File: src/rtl/master_0_st_pkg.sv
// Shared types and marker codes for the master_0 Avalon-ST byte-stream bridge.
// Used by the bytes-to-packets decoder and its output register.
package master_0_st_pkg;

    localparam logic [7:0] SOP_CODE  = 8'h7A;
    localparam logic [7:0] EOP_CODE  = 8'h7B;
    localparam logic [7:0] CHAN_CODE = 8'h7C;
    localparam logic [7:0] ESC_CODE  = 8'h7D;
    localparam logic [7:0] ESC_XOR   = 8'h20;

    typedef enum logic [1:0] {
        ST_NORM,
        ST_ESC,
        ST_CHAN,
        ST_CHAN_ESC
    } b2p_state_e;

    typedef struct packed {
        logic [7:0] data;
        logic [7:0] channel;
        logic       sop;
        logic       eop;
    } st_beat_t;

endpackage

File: src/rtl/master_0_st_out_reg.sv
// Single-entry ready/valid output register for Avalon-ST beats.
// Reloads in the same cycle as a downstream pop, so there is no bubble.
module master_0_st_out_reg
    import master_0_st_pkg::*;
(
    input  logic     clk,
    input  logic     reset,
    input  logic     in_valid_i,
    output logic     in_ready_o,
    input  st_beat_t in_beat_i,
    output logic     out_valid_o,
    input  logic     out_ready_i,
    output st_beat_t out_beat_o
);

    logic     valid_q, valid_d;
    st_beat_t beat_q, beat_d;

    assign in_ready_o  = !valid_q || out_ready_i;
    assign out_valid_o = valid_q;
    assign out_beat_o  = beat_q;

    always_comb begin
        valid_d = valid_q;
        beat_d  = beat_q;
        if (in_valid_i && in_ready_o) begin
            valid_d = 1'b1;
            beat_d  = in_beat_i;
        end else if (out_ready_i) begin
            valid_d = 1'b0;
        end
    end

    always_ff @(posedge clk) begin
        if (reset) begin
            valid_q <= 1'b0;
            beat_q  <= '0;
        end else begin
            valid_q <= valid_d;
            beat_q  <= beat_d;
        end
    end

endmodule

File: src/rtl/master_0_bytes_to_packets.sv
// master_0 byte-stream to Avalon-ST packet decoder (SOP/EOP/CHAN/ESC markers).
// Channel decode is enabled by defining MASTER_0_B2P_CHANNEL_EN; otherwise channel is 0.
module master_0_bytes_to_packets
    import master_0_st_pkg::*;
(
    input  logic       clk,
    input  logic       reset,
    output logic       in_ready,
    input  logic       in_valid,
    input  logic [7:0] in_data,
    input  logic       out_ready,
    output logic       out_valid,
    output logic [7:0] out_data,
    output logic [7:0] out_channel,
    output logic       out_startofpacket,
    output logic       out_endofpacket
);

    b2p_state_e state_q, state_d;
    logic       sop_q, sop_d;
    logic       eop_q, eop_d;
    logic       accept;
    logic       emit;
    logic [7:0] data_byte;
    st_beat_t   beat_in;
    st_beat_t   beat_out;
`ifdef MASTER_0_B2P_CHANNEL_EN
    logic [7:0] chan_q, chan_d;
`endif

    assign accept = in_valid && in_ready;

    always_comb begin
        state_d   = state_q;
        sop_d     = sop_q;
        eop_d     = eop_q;
        emit      = 1'b0;
        data_byte = in_data;
`ifdef MASTER_0_B2P_CHANNEL_EN
        chan_d    = chan_q;
`endif
        if (accept) begin
            unique case (state_q)
                ST_NORM: begin
                    unique case (in_data)
                        SOP_CODE:  sop_d   = 1'b1;
                        EOP_CODE:  eop_d   = 1'b1;
                        CHAN_CODE: state_d = ST_CHAN;
                        ESC_CODE:  state_d = ST_ESC;
                        default:   emit    = 1'b1;
                    endcase
                end
                ST_ESC: begin
                    emit      = 1'b1;
                    data_byte = in_data ^ ESC_XOR;
                    state_d   = ST_NORM;
                end
                ST_CHAN: begin
                    // Markers other than ESC are taken literally as the channel
                    if (in_data == ESC_CODE) begin
                        state_d = ST_CHAN_ESC;
                    end else begin
                        state_d = ST_NORM;
`ifdef MASTER_0_B2P_CHANNEL_EN
                        chan_d  = in_data;
`endif
                    end
                end
                ST_CHAN_ESC: begin
                    state_d = ST_NORM;
`ifdef MASTER_0_B2P_CHANNEL_EN
                    chan_d  = in_data ^ ESC_XOR;
`endif
                end
                default: state_d = ST_NORM;
            endcase
            if (emit) begin
                sop_d = 1'b0;
                eop_d = 1'b0;
            end
        end
    end

    always_comb begin
        beat_in.data    = data_byte;
`ifdef MASTER_0_B2P_CHANNEL_EN
        beat_in.channel = chan_q;
`else
        beat_in.channel = 8'h00;
`endif
        beat_in.sop     = sop_q;
        beat_in.eop     = eop_q;
    end

    always_ff @(posedge clk) begin
        if (reset) begin
            state_q <= ST_NORM;
            sop_q   <= 1'b0;
            eop_q   <= 1'b0;
        end else begin
            state_q <= state_d;
            sop_q   <= sop_d;
            eop_q   <= eop_d;
        end
    end

`ifdef MASTER_0_B2P_CHANNEL_EN
    always_ff @(posedge clk) begin
        if (reset) begin
            chan_q <= 8'h00;
        end else begin
            chan_q <= chan_d;
        end
    end
`endif

    master_0_st_out_reg u_out_reg (
        .clk        (clk),
        .reset      (reset),
        .in_valid_i (accept && emit),
        .in_ready_o (in_ready),
        .in_beat_i  (beat_in),
        .out_valid_o(out_valid),
        .out_ready_i(out_ready),
        .out_beat_o (beat_out)
    );

    assign out_data          = beat_out.data;
    assign out_channel       = beat_out.channel;
    assign out_startofpacket = beat_out.sop;
    assign out_endofpacket   = beat_out.eop;

endmodule
File: config.mk
export PLATFORM = sky130hd
export DESIGN_NAME = master_0_bytes_to_packets
export DESIGN_NICKNAME = d
export VERILOG_FILES = /design/src/rtl/master_0_st_pkg.sv /design/src/rtl/master_0_st_out_reg.sv /design/src/rtl/master_0_bytes_to_packets.sv
export SDC_FILE = /design/constraint.sdc
export NUM_CORES = 1
export LEC_CHECK = 0
export CORE_AREA = 2 2 45 47
export DETAILED_ROUTE_END_ITERATION = 6
export DIE_AREA = 0 0 47 49
export PLACE_DENSITY = 0.88
export SYNTH_ARGS = -nofsm -noshare
export SYNTH_HDL_FRONTEND = slang
export SYNTH_SLANG_ARGS = --single-unit
File: constraint.sdc
create_clock -name clk -period 2.3 [get_ports clk]
set_input_delay 0.23 -clock clk [delete_from_list [all_inputs] [get_ports clk]]
set_output_delay 0.23 -clock clk [all_outputs]
set_load 0.1 [all_outputs]
## Word level (Yosys, flattened, before mapping)

Index checks and enable logic that the tools add are counted.

| word-level totals | value |
|---|---|
| register bits after elaboration | 15 |
| output and inout bits | 20 |
| word-level logic and storage cells | 48 |

| cells by class | value |
|---|---|
| equality and inequality tests | 8 |
| mux-type cells | 17 |
| bitwise gates (word level) | 1 |
| reductions and logical operators | 15 |

Operator list:

| operator | number |
|---|---|
| $eq 8x7->1 const B | 4 |
| $mux 6 | 2 |
| $mux 1 | 11 |
| $reduce_bool 2->1 | 4 |
| $pmux 2 s3 | 1 |
| $reduce_and 3->1 | 2 |
| $eq 2x2->1 const B | 2 |
| $pmux 2 s2 | 1 |
| $reduce_or 4->1 | 1 |
| $logic_and 1x1->1 | 3 |
| $ne 3x2->1 const B | 1 |
| $eq 2x1->1 const B | 1 |
| $logic_not 2->1 | 1 |
| $mux 2 | 1 |
| $pmux 1 s2 | 1 |
| $reduce_and 2->1 | 1 |
| $reduce_or 2->1 | 1 |
| $logic_not 1->1 | 1 |
| $logic_or 1x1->1 | 1 |
| $not 1->1 | 1 |

## Depth between registers and ports, before layout

Gate-level depths: netlist of run 1.

| logic depth | value |
|---|---|
| word-level depth | 9 |
| gate-level depth with buffers | 6 |
| depth with buffers taken out | 4 |

## Cells and area by module

Synthesis of run 1 repeated with hierarchy kept, for this count alone.

| second synthesis, totals | value |
|---|---|
| cell total of the unflattened synthesis | 114 |
| area total of the unflattened synthesis | 1236.2 µm² |

Modules (own cells, without submodules):

| module | times used | cells each | area each (µm²) | sequential area each (µm²) |
|---|---|---|---|---|
| master_0_st_out_reg | 1 | 86 | 991.0 | 380.4 |
| master_0_bytes_to_packets | 1 | 28 | 245.2 | 80.1 |

## Worst setup path before layout of run 1

OpenSTA, ideal clock, no wires.

| timing | value |
|---|---|
| path kind | reg-to-reg |
| start point | register u_out_reg.valid_q (netlist: u_out_reg.out_valid_o) |
| end point | register u_out_reg.beat_q (netlist bit u_out_reg.out_beat_o[15]) |
| setup time | 0.086 ns |
| arrival time | 2.603 ns |
| required time | 2.214 ns |
| setup slack | -0.389 ns |
| cell stages (with the launch flop) | 7 |
| clock period less this slack | 2.689 ns |
| cells stage by stage | dfxtp_1 -> nand2b_1 -> clkbuf_1 -> and2_1 -> buf_1 -> a21oi_1 -> a211oi_1 |

| between the ends | value |
|---|---|
| cells in the longest elaborated chain, start to end | 6 |
| elaborated cells between the ends (all ways) | 7 |

RTL lines:

| element | line | text |
|---|---|---|
| start, declared | master_0_st_out_reg.sv:16 | `logic valid_q, valid_d;` |
| start signal, assigned | master_0_st_out_reg.sv:39 | `valid_q <= valid_d;` |
| $logic_not 1->1 (*) | master_0_st_out_reg.sv:19 | `assign in_ready_o = !valid_q \|\| out_ready_i;` |
| $logic_or 1x1->1 (*) | master_0_st_out_reg.sv:19 |  |
| via in_ready | master_0_bytes_to_packets.sv:8 | `output logic in_ready,` |
| $logic_and 1x1->1 | master_0_bytes_to_packets.sv:31 | `assign accept = in_valid && in_ready;` |
| $mux 1 | master_0_bytes_to_packets.sv:42 | `if (accept) begin` |
| $logic_and 1x1->1 | master_0_bytes_to_packets.sv:120 | `.in_valid_i (accept && emit),` |
| $logic_and 1x1->1 | master_0_st_out_reg.sv:26 | `if (in_valid_i && in_ready_o) begin` |
| end signal, assigned | master_0_st_out_reg.sv:40 | `beat_q <= beat_d;` |
| end, declared | master_0_st_out_reg.sv:17 | `st_beat_t beat_q, beat_d;` |

The timed path passes the listed nets; every way through them passes the cells marked *.
A chain may end at the register's enable or synchronous reset.

## Worst setup path in the final report of run 1

| timing | value |
|---|---|
| start point | input in_data[1] |
| end point | register u_out_reg.beat_q (netlist bit u_out_reg.out_beat_o[15]) |

| between the ends | value |
|---|---|
| cells in the longest elaborated chain, start to end | 8 |
| elaborated cells between the ends (all ways) | 11 |

RTL lines:

| element | line | text |
|---|---|---|
| start, declared | master_0_bytes_to_packets.sv:10 | `input logic [7:0] in_data,` |
| $eq 8x7->1 | master_0_bytes_to_packets.sv:45 | `unique case (in_data)` |
| $reduce_or 4->1 (no line) (*) | -- |  |
| $mux 1 (*) | master_0_bytes_to_packets.sv:45 |  |
| $pmux 1 s2 (*) | master_0_bytes_to_packets.sv:43 | `unique case (state_q)` |
| $mux 1 (*) (2 in a row) | master_0_bytes_to_packets.sv:42 |  |
| $logic_and 1x1->1 (*) | master_0_bytes_to_packets.sv:120 |  |
| $logic_and 1x1->1 (*) | master_0_st_out_reg.sv:26 |  |

Every way passes the cells marked *; elsewhere a longest branch is shown, timed or not. The select of a mux whose other input is x is not followed.

==> results of run 1 <==
stage by stage:
step / utilization [%] / total power, mW / area [sq um]
after floorplan: - / 0.4582 / 774.5
after global placement: 51.22 / 0.4968 / 943.4
after detailed placement: 51.22 / 0.4999 / 943.4
after CTS: 52.72 / 0.6484 / 970.9
after global routing: 52.72 / 0.6705 / 970.9
final: 52.72 / 0.6446 / 970.9
layout by cell type, fill, tap and decap left out, types with 2 or more instances in the layout:
cell,count
dfxtp_1,15
a21oi_1,14
clkdlybuf4s50_1,11
buf_4,11
nand3_1,10
o21ai_0,9
conb_1,8
nand2_1,6
clkbuf_4,3
xnor2_1,2
or4b_1,2
nor2b_1,2
nor3_1,2
kinds of logic after synthesis:
family	share of synthesized area, %
other cells	0.5020
simple gates	28.98
flops	40.20
xor+xnor	2.345
buf+inv	10.72
compound gates	17.25
power by group:
group          total (mW)  internal [mW]  leakage (nW)  switching (mW)
clock               0.151         0.0646        0.0177          0.0860
sequential          0.275          0.270         0.123         0.00499
combinational       0.219         0.0465         0.251           0.173
final cells by class:
cell class | count | area [sq um]
Clock buffer | 3 | 22.52
Clock inverter | 1 | 5.005
Fill cell | 174 | 870.8
Inverter | 1 | 3.754
Multi-Input combinational cell | 66 | 392.9
Sequential cell | 15 | 300.3
Tap cell | 27 | 33.78
Timing Repair Buffer | 23 | 212.7
routing by layer:
layer / global-route usage [%] / vias up
li1: - / 342
met1: 18.52 / 329
met2: 28.31 / 21
met3: 5.185 / 2
met4: 3.704 / 0
met5: 0 / -
cell usage after synthesis, drive strengths merged (2+ instances only):
cell type	number
xnor2	2
a21oi	14
nand3	10
dfxtp	15
buf	10
nor2b	2
nand2	6
clkbuf	2
or4b	2
o21ai	9
nor3	2
worst max-delay path: cells and delay by family:
family	cells	cell delay, ns
compound gates	2	0.26
simple gates	1	0.72
xor+xnor	1	0.15
buf+inv	1	0.54
sequential cells by signal, indices dropped and copies added (netlist names):
signal and count:
u_out_reg.out_beat_o 10, sop_q 1, state_q 2, eop_q 1, u_out_reg.out_valid_o 1
worst min path at each step:
stage                                                      from  cells past startpoint  slack, ns                                     to
after floorplan                                           reset                      1       0.30  u_out_reg.out_beat_o[14]$_SDFFE_PP0P_
after global placement    u_out_reg.out_beat_o[14]$_SDFFE_PP0P_                      2       0.46  u_out_reg.out_beat_o[14]$_SDFFE_PP0P_
after detailed placement   u_out_reg.out_beat_o[0]$_SDFFE_PP0P_                      2       0.47   u_out_reg.out_beat_o[0]$_SDFFE_PP0P_
after CTS                 u_out_reg.out_beat_o[14]$_SDFFE_PP0P_                      2       0.48  u_out_reg.out_beat_o[14]$_SDFFE_PP0P_
after global routing      u_out_reg.out_beat_o[13]$_SDFFE_PP0P_                      2       0.51  u_out_reg.out_beat_o[13]$_SDFFE_PP0P_
final                     u_out_reg.out_beat_o[14]$_SDFFE_PP0P_                      2       0.48  u_out_reg.out_beat_o[14]$_SDFFE_PP0P_
==> impl_metrics.toml, run 1 <==
[status]
outcome = "complete, no violations"

[clock_network]
cts.root.buffer_cell = "clkbuf_4"
cts-resized-gates = 0
cts_tree = "built"
clockBufferDepth = 2
htree_levels = 1
post_cts_buffers = 0
clkLatencyLatePin_ns = 0.28
cts.hold.buffers_added = 0
clock_sink_count = 15
numCtsBuffers = 3
clk_pin_slew_worst_paths_ns = 0.09

[timing]
finalSetupTns_ns = 0
fin_skew_ns = 0.005536
timing.final.hold_violations = 0
finalWorstPathRequiredPeriod_ns = 1.749
slew_viol_final = 0
whs_ns = 0.4805
grt_setup_unrepaired = "no"
max_clock_freq_ghz = 0.5716
timing.final.setup_violations = 0
max_slew_margin_pct = 65.13
final.setup.worst_slack_ns = 0.5506
worst-slew-pin-transition_ns = 0.5215
final_min_period_over_clock_period_pct = 76.06

[detailed_routing]
detail-route-antenna-nets = 0
route.layer.met1.wl_um = 687
route.met3.wl_um = 69
drt-vias-per-instance = 5.103
vias = 694
top_layer = "met4"
routed_wl_um = 1708
post-route-drc-count = 0
drt_first_iter_violations = 12
wl_met2_um = 936
drt-pass1-iter-count = 4
routedWlPerCell_um = 12.56

[worst_setup_path]
r2r_setup_slack_ns = 0.76
endpoint = "u_out_reg.out_beat_o[15]$_SDFFE_PP0P_"
slowest_stage_cell_cp = "or4b_1"
cp.arrival_ns = 1.91
timing.critical_path.from_type = "input pin"
worstSetupPathType = "in2reg"
worst_r2r_startpoint = "state_q[0]$_SDFFE_PP0P_"
worst_ep_required_time_ns = 2.46
worst_path_largest_cell_delay_ns = 0.72
worst_setup_path_startpoint = "in_data[1]"
critical_path.reg2reg.endpoint = "state_q[1]$_SDFFE_PP0P_"
worstSetupEndpointType = "flop"
ff2ff_path_depth = 3
worst-path-max-fanout = 11
crit_chain = "clkdlybuf4s50_1 > xnor2_1 > or4b_1 > a21oi_1 > a211oi_1"

[place]
gpl.final_weighted_congestion = 0.8224
io_buffer_count = 23
placed_instances = 132
place_worst_setup_slack_ns = 0.2352
hpwlAfterDp_um = 1317

[logic_synthesis]
async_set_or_reset_register_ratio_after_synthesis_pct = 0
synth.largest_area_cell = "dfxtp_1"
yosys_register_bits = 15
synth_area_per_cell_sq_um = 8.586
yosysUniqueCellTypes = 26
postSynthCellCount = 87
synth.top_cells.by_area = "dfxtp_1 (40%), a21oi_1 (9.4%), buf_4 (8.0%), nand3_1 (6.7%), o21ai_0 (6.0%)"
synth_top_area_share_pct = 40.20
synth-edff-count = 0
share_of_synthesized_area_occupied_by_flip_flops_and_latches_pct = 40.20
mappedNetlistArea_sq_um = 747.0
synth_warnings = 0
most_used_dff_post_synth = "dfxtp_1"

[floorplan]
start_util_pct = 40.56
die_h_um = 49
floorplan.die_area_sq_um = 2303
core_sq_um = 1842
ios = 32
die_width_um = 47
placement_rows = 16

[cells_and_area]
syn_to_final_growth_pct = 29.98
instances_no_fill = 136
fraction_of_final_layout_cells_with_drive_strength_greater_than_1_pct = 17.43
nets = 122
n_antenna_cell = 0

[power_and_ir_drop]
p_leak_nw = 0.3908
pwr_density_cell_nw_per_um2 = 663.9
vdd_drop_max_mv = 0.3543

[min_path]
timing.hold.worst.class = "reg2reg"

[global_route]
grt_pass1_vias = 668
grt_start_max_net_pins = 16
total_routing_resource_utilization_after_global_routing_pct = 16.25
antenna_found_initial = 0
globalRouteOverflowTotal = 0
grt_pass1_wl_um = 2801

[job]
drv.max_cap_violation_count = 0
(Power assumes the default switching activity.)
==> run 2: changes to the inputs <==
CORE_AREA = 2 2 48 50   (was 2 2 45 47)
DIE_AREA = 0 0 50 52   (was 0 0 47 49)
PLACE_DENSITY = 0.82   (was 0.88)
clock period = 1.57 ns   (was 2.3 ns; I/O delays follow)
==> run 2 against run 1 <==
Combinational power grew 76%. Die area grew 13%. Cell count grew 13%. Via count grew 11%. Global-route usage grew 0.29 points. Clock skew is essentially flat. Sequential power grew 49%. Largest power group unchanged. Highest routed layer unchanged.
==> impl_metrics.toml, run 2 (same netlist as run 1, synthesis figures left out) <==
[cells_and_area]
largest_register_ffs = 10
multiInputGateArea_sq_um = 405.4
n_antenna_cell = 0
nets = 139
fraction_of_final_layout_cells_with_drive_strength_greater_than_1_pct = 30.16
most-common-layout-cells = "buf_4 (17), a21oi_1 (14), dfxtp_1 (14), buf_12 (12), nand3_1 (10)"
instances_no_fill = 154
final.fill_count = 157
seqCellArea_sq_um = 304.0
syn_to_final_growth_pct = 69.18
most_common_cell_after_layout_fill_and_taps_aside = "buf_4"

[global_route]
antenna_found_initial = 0
grt_pass1_vias = 727
globalRouteOverflowTotal = 0
grt_start_max_net_pins = 16
total_routing_resource_utilization_after_global_routing_pct = 16.53
grt_pass1_wl_um = 3153

[clock_network]
clk_pin_slew_worst_paths_ns = 0.10
clkLatencyLatePin_ns = 0.30
cts_tree = "built"
numCtsBuffers = 3
htree_levels = 1
cts.hold.buffers_added = 0
clockBufferDepth = 2
cts.root.buffer_cell = "clkbuf_4"
clock_sink_count = 15

[floorplan]
floorplan.die_area_sq_um = 2600
start_util_pct = 35.47
core_sq_um = 2106
die_width_um = 50
placement_rows = 17
ios = 32
die_h_um = 52

[detailed_routing]
vias = 773
post-route-drc-count = 0
detail-route-antenna-nets = 0
drt-pass1-iter-count = 4
routedWlPerCell_um = 13.01
drt_first_iter_violations = 23
routed_wl_um = 2004
drt-vias-per-instance = 5.019

[timing]
worst-slew-pin-transition_ns = 0.5066
finalWorstPathRequiredPeriod_ns = 1.492
slew_viol_final = 0
final_min_period_over_clock_period_pct = 95.01
max_clock_freq_ghz = 0.6704
final.setup.worst_slack_ns = 0.07832
max_slew_margin_pct = 66.12
grt_setup_unrepaired = "no"
timing.final.hold_violations = 0
fin_skew_ns = 0.005259
timing.final.setup_violations = 0
whs_ns = 0.1742

[status]
outcome = "complete, no violations"

[place]
placed_instances = 148
gpl.final_weighted_congestion = 0.9165
hpwlAfterDp_um = 1533
io_buffer_count = 23
place_worst_setup_slack_ns = -0.3782

[power_and_ir_drop]
pwr_density_cell_nw_per_um2 = 814.4
power_frac_clock_pct = 22.6
p_leak_nw = 0.5470
p_int_mw = 0.6150
sequentialPowerShare_pct = 39.8
vdd_drop_max_mv = 0.5008
switching_share_pct = 40.24
netSwitchingPower_mw = 0.4142
p_comb_share_pct = 37.6

[worst_setup_path]
worstSetupEndpointType = "flop"
worst-path-max-fanout = 3
worst_ep_required_time_ns = 1.79
cp.arrival_ns = 1.71
worst_r2r_startpoint = "state_q[0]$_SDFFE_PP0P_"
r2r_setup_slack_ns = 0.14
timing.critical_path.from_type = "input pin"
critical_path.reg2reg.endpoint = "state_q[1]$_SDFFE_PP0P_"
ff2ff_path_depth = 3
worstSetupPathType = "in2reg"

[min_path]
timing.hold.worst.start = "in_data[7]"
worstHoldEndpoint = "u_out_reg.out_beat_o[17]$_SDFFE_PP0P_"
timing.hold.worst.class = "in2reg"
whs_path_depth = 3

[job]
drv.max_cap_violation_count = 0
-- run 2: cell types whose count changed in the layout (fill, tap and decap cells not counted) --
cell	previous run	this run
dfxtp_4	0	1
buf_12	1	12
dfxtp_1	15	14
or4b_4	0	1
nor4_4	0	1
buf_4	11	17
dlymetal6s2s_1	0	4
nor4_2	1	0
or4b_1	2	1
clkdlybuf4s50_1	11	7
-- run 2: worst max-delay path by stage --
stage | startpoint | end | slack (ns) | depth (start not counted)
3_5_place_dp | in_data[5] | state_q[1]$_SDFFE_PP0P_ | -0.38 | 5
5_1_grt | in_data[1] | u_out_reg.out_beat_o[11]$_SDFFE_PP0P_ | 0.001 | 7
6_report | in_data[2] | state_q[1]$_SDFFE_PP0P_ | 0.08 | 6
3_3_place_gp | in_data[6] | u_out_reg.out_beat_o[15]$_SDFFE_PP0P_ | -0.30 | 5
2_1_floorplan | u_out_reg.out_valid_o$_SDFFE_PP0P_ | state_q[1]$_SDFFE_PP0P_ | 0.02 | 5
4_1_cts | in_data[6] | state_q[1]$_SDFFE_PP0P_ | -0.05 | 5
-- run 2: critical path, cell delays in order --
cell and delay, ns:
clkdlybuf4s50_1 0.49, buf_4 0.13, nand2_1 0.08, nor4_4 0.20, or4b_1 0.49, a31oi_1 0.17
-- run 2: per-layer routing --
layer  vias up  GRT usage, %  wire (um)
met5         -             0          0
met4         0         12.50         58
met3         7         3.161        112
met2        31         30.70       1113
met1       359         16.11        719
li1        376             -          -
-- run 2: stage by stage --
step / util (%) / cell area, sq um / TNS [ns] / power (mW)
after floorplan: - / 799.5 / 0 / 0.6766
after global placement: 56.92 / 1199 / -3.452 / 0.7971
after detailed placement: 56.92 / 1199 / -4.138 / 0.8021
after CTS: 58.82 / 1239 / -0.04522 / 1.025
after global routing: 60.01 / 1264 / 0 / 1.075
final: 60.01 / 1264 / 0 / 1.029
-- run 2: what timing repair did --
item	CTS	global route
buffers inserted	0	2
resized for setup	2	4
setup endpoints to repair	11	6
endpoints found under the hold margin	0	0
pin swaps	0	2
-- run 2: cell type report --
class                           count  share of cell area (%)
Timing Repair Buffer               40                   38.61
Multi-Input combinational cell     66                   32.08
Sequential cell                    15                   24.06
Tap cell                           28                   2.772
Clock buffer                        3                   1.782
Clock inverter                      1                  0.3960
Inverter                            1                  0.2970
-- run 2: power groups by stage --
stage,clock network (mW),logic [mW],registers [mW]
floorplan,0,0.162,0.514
CTS,0.228,0.387,0.410
global route,0.264,0.400,0.412
global placement,0,0.379,0.418
detailed placement,0,0.384,0.419
finish,0.233,0.386,0.410
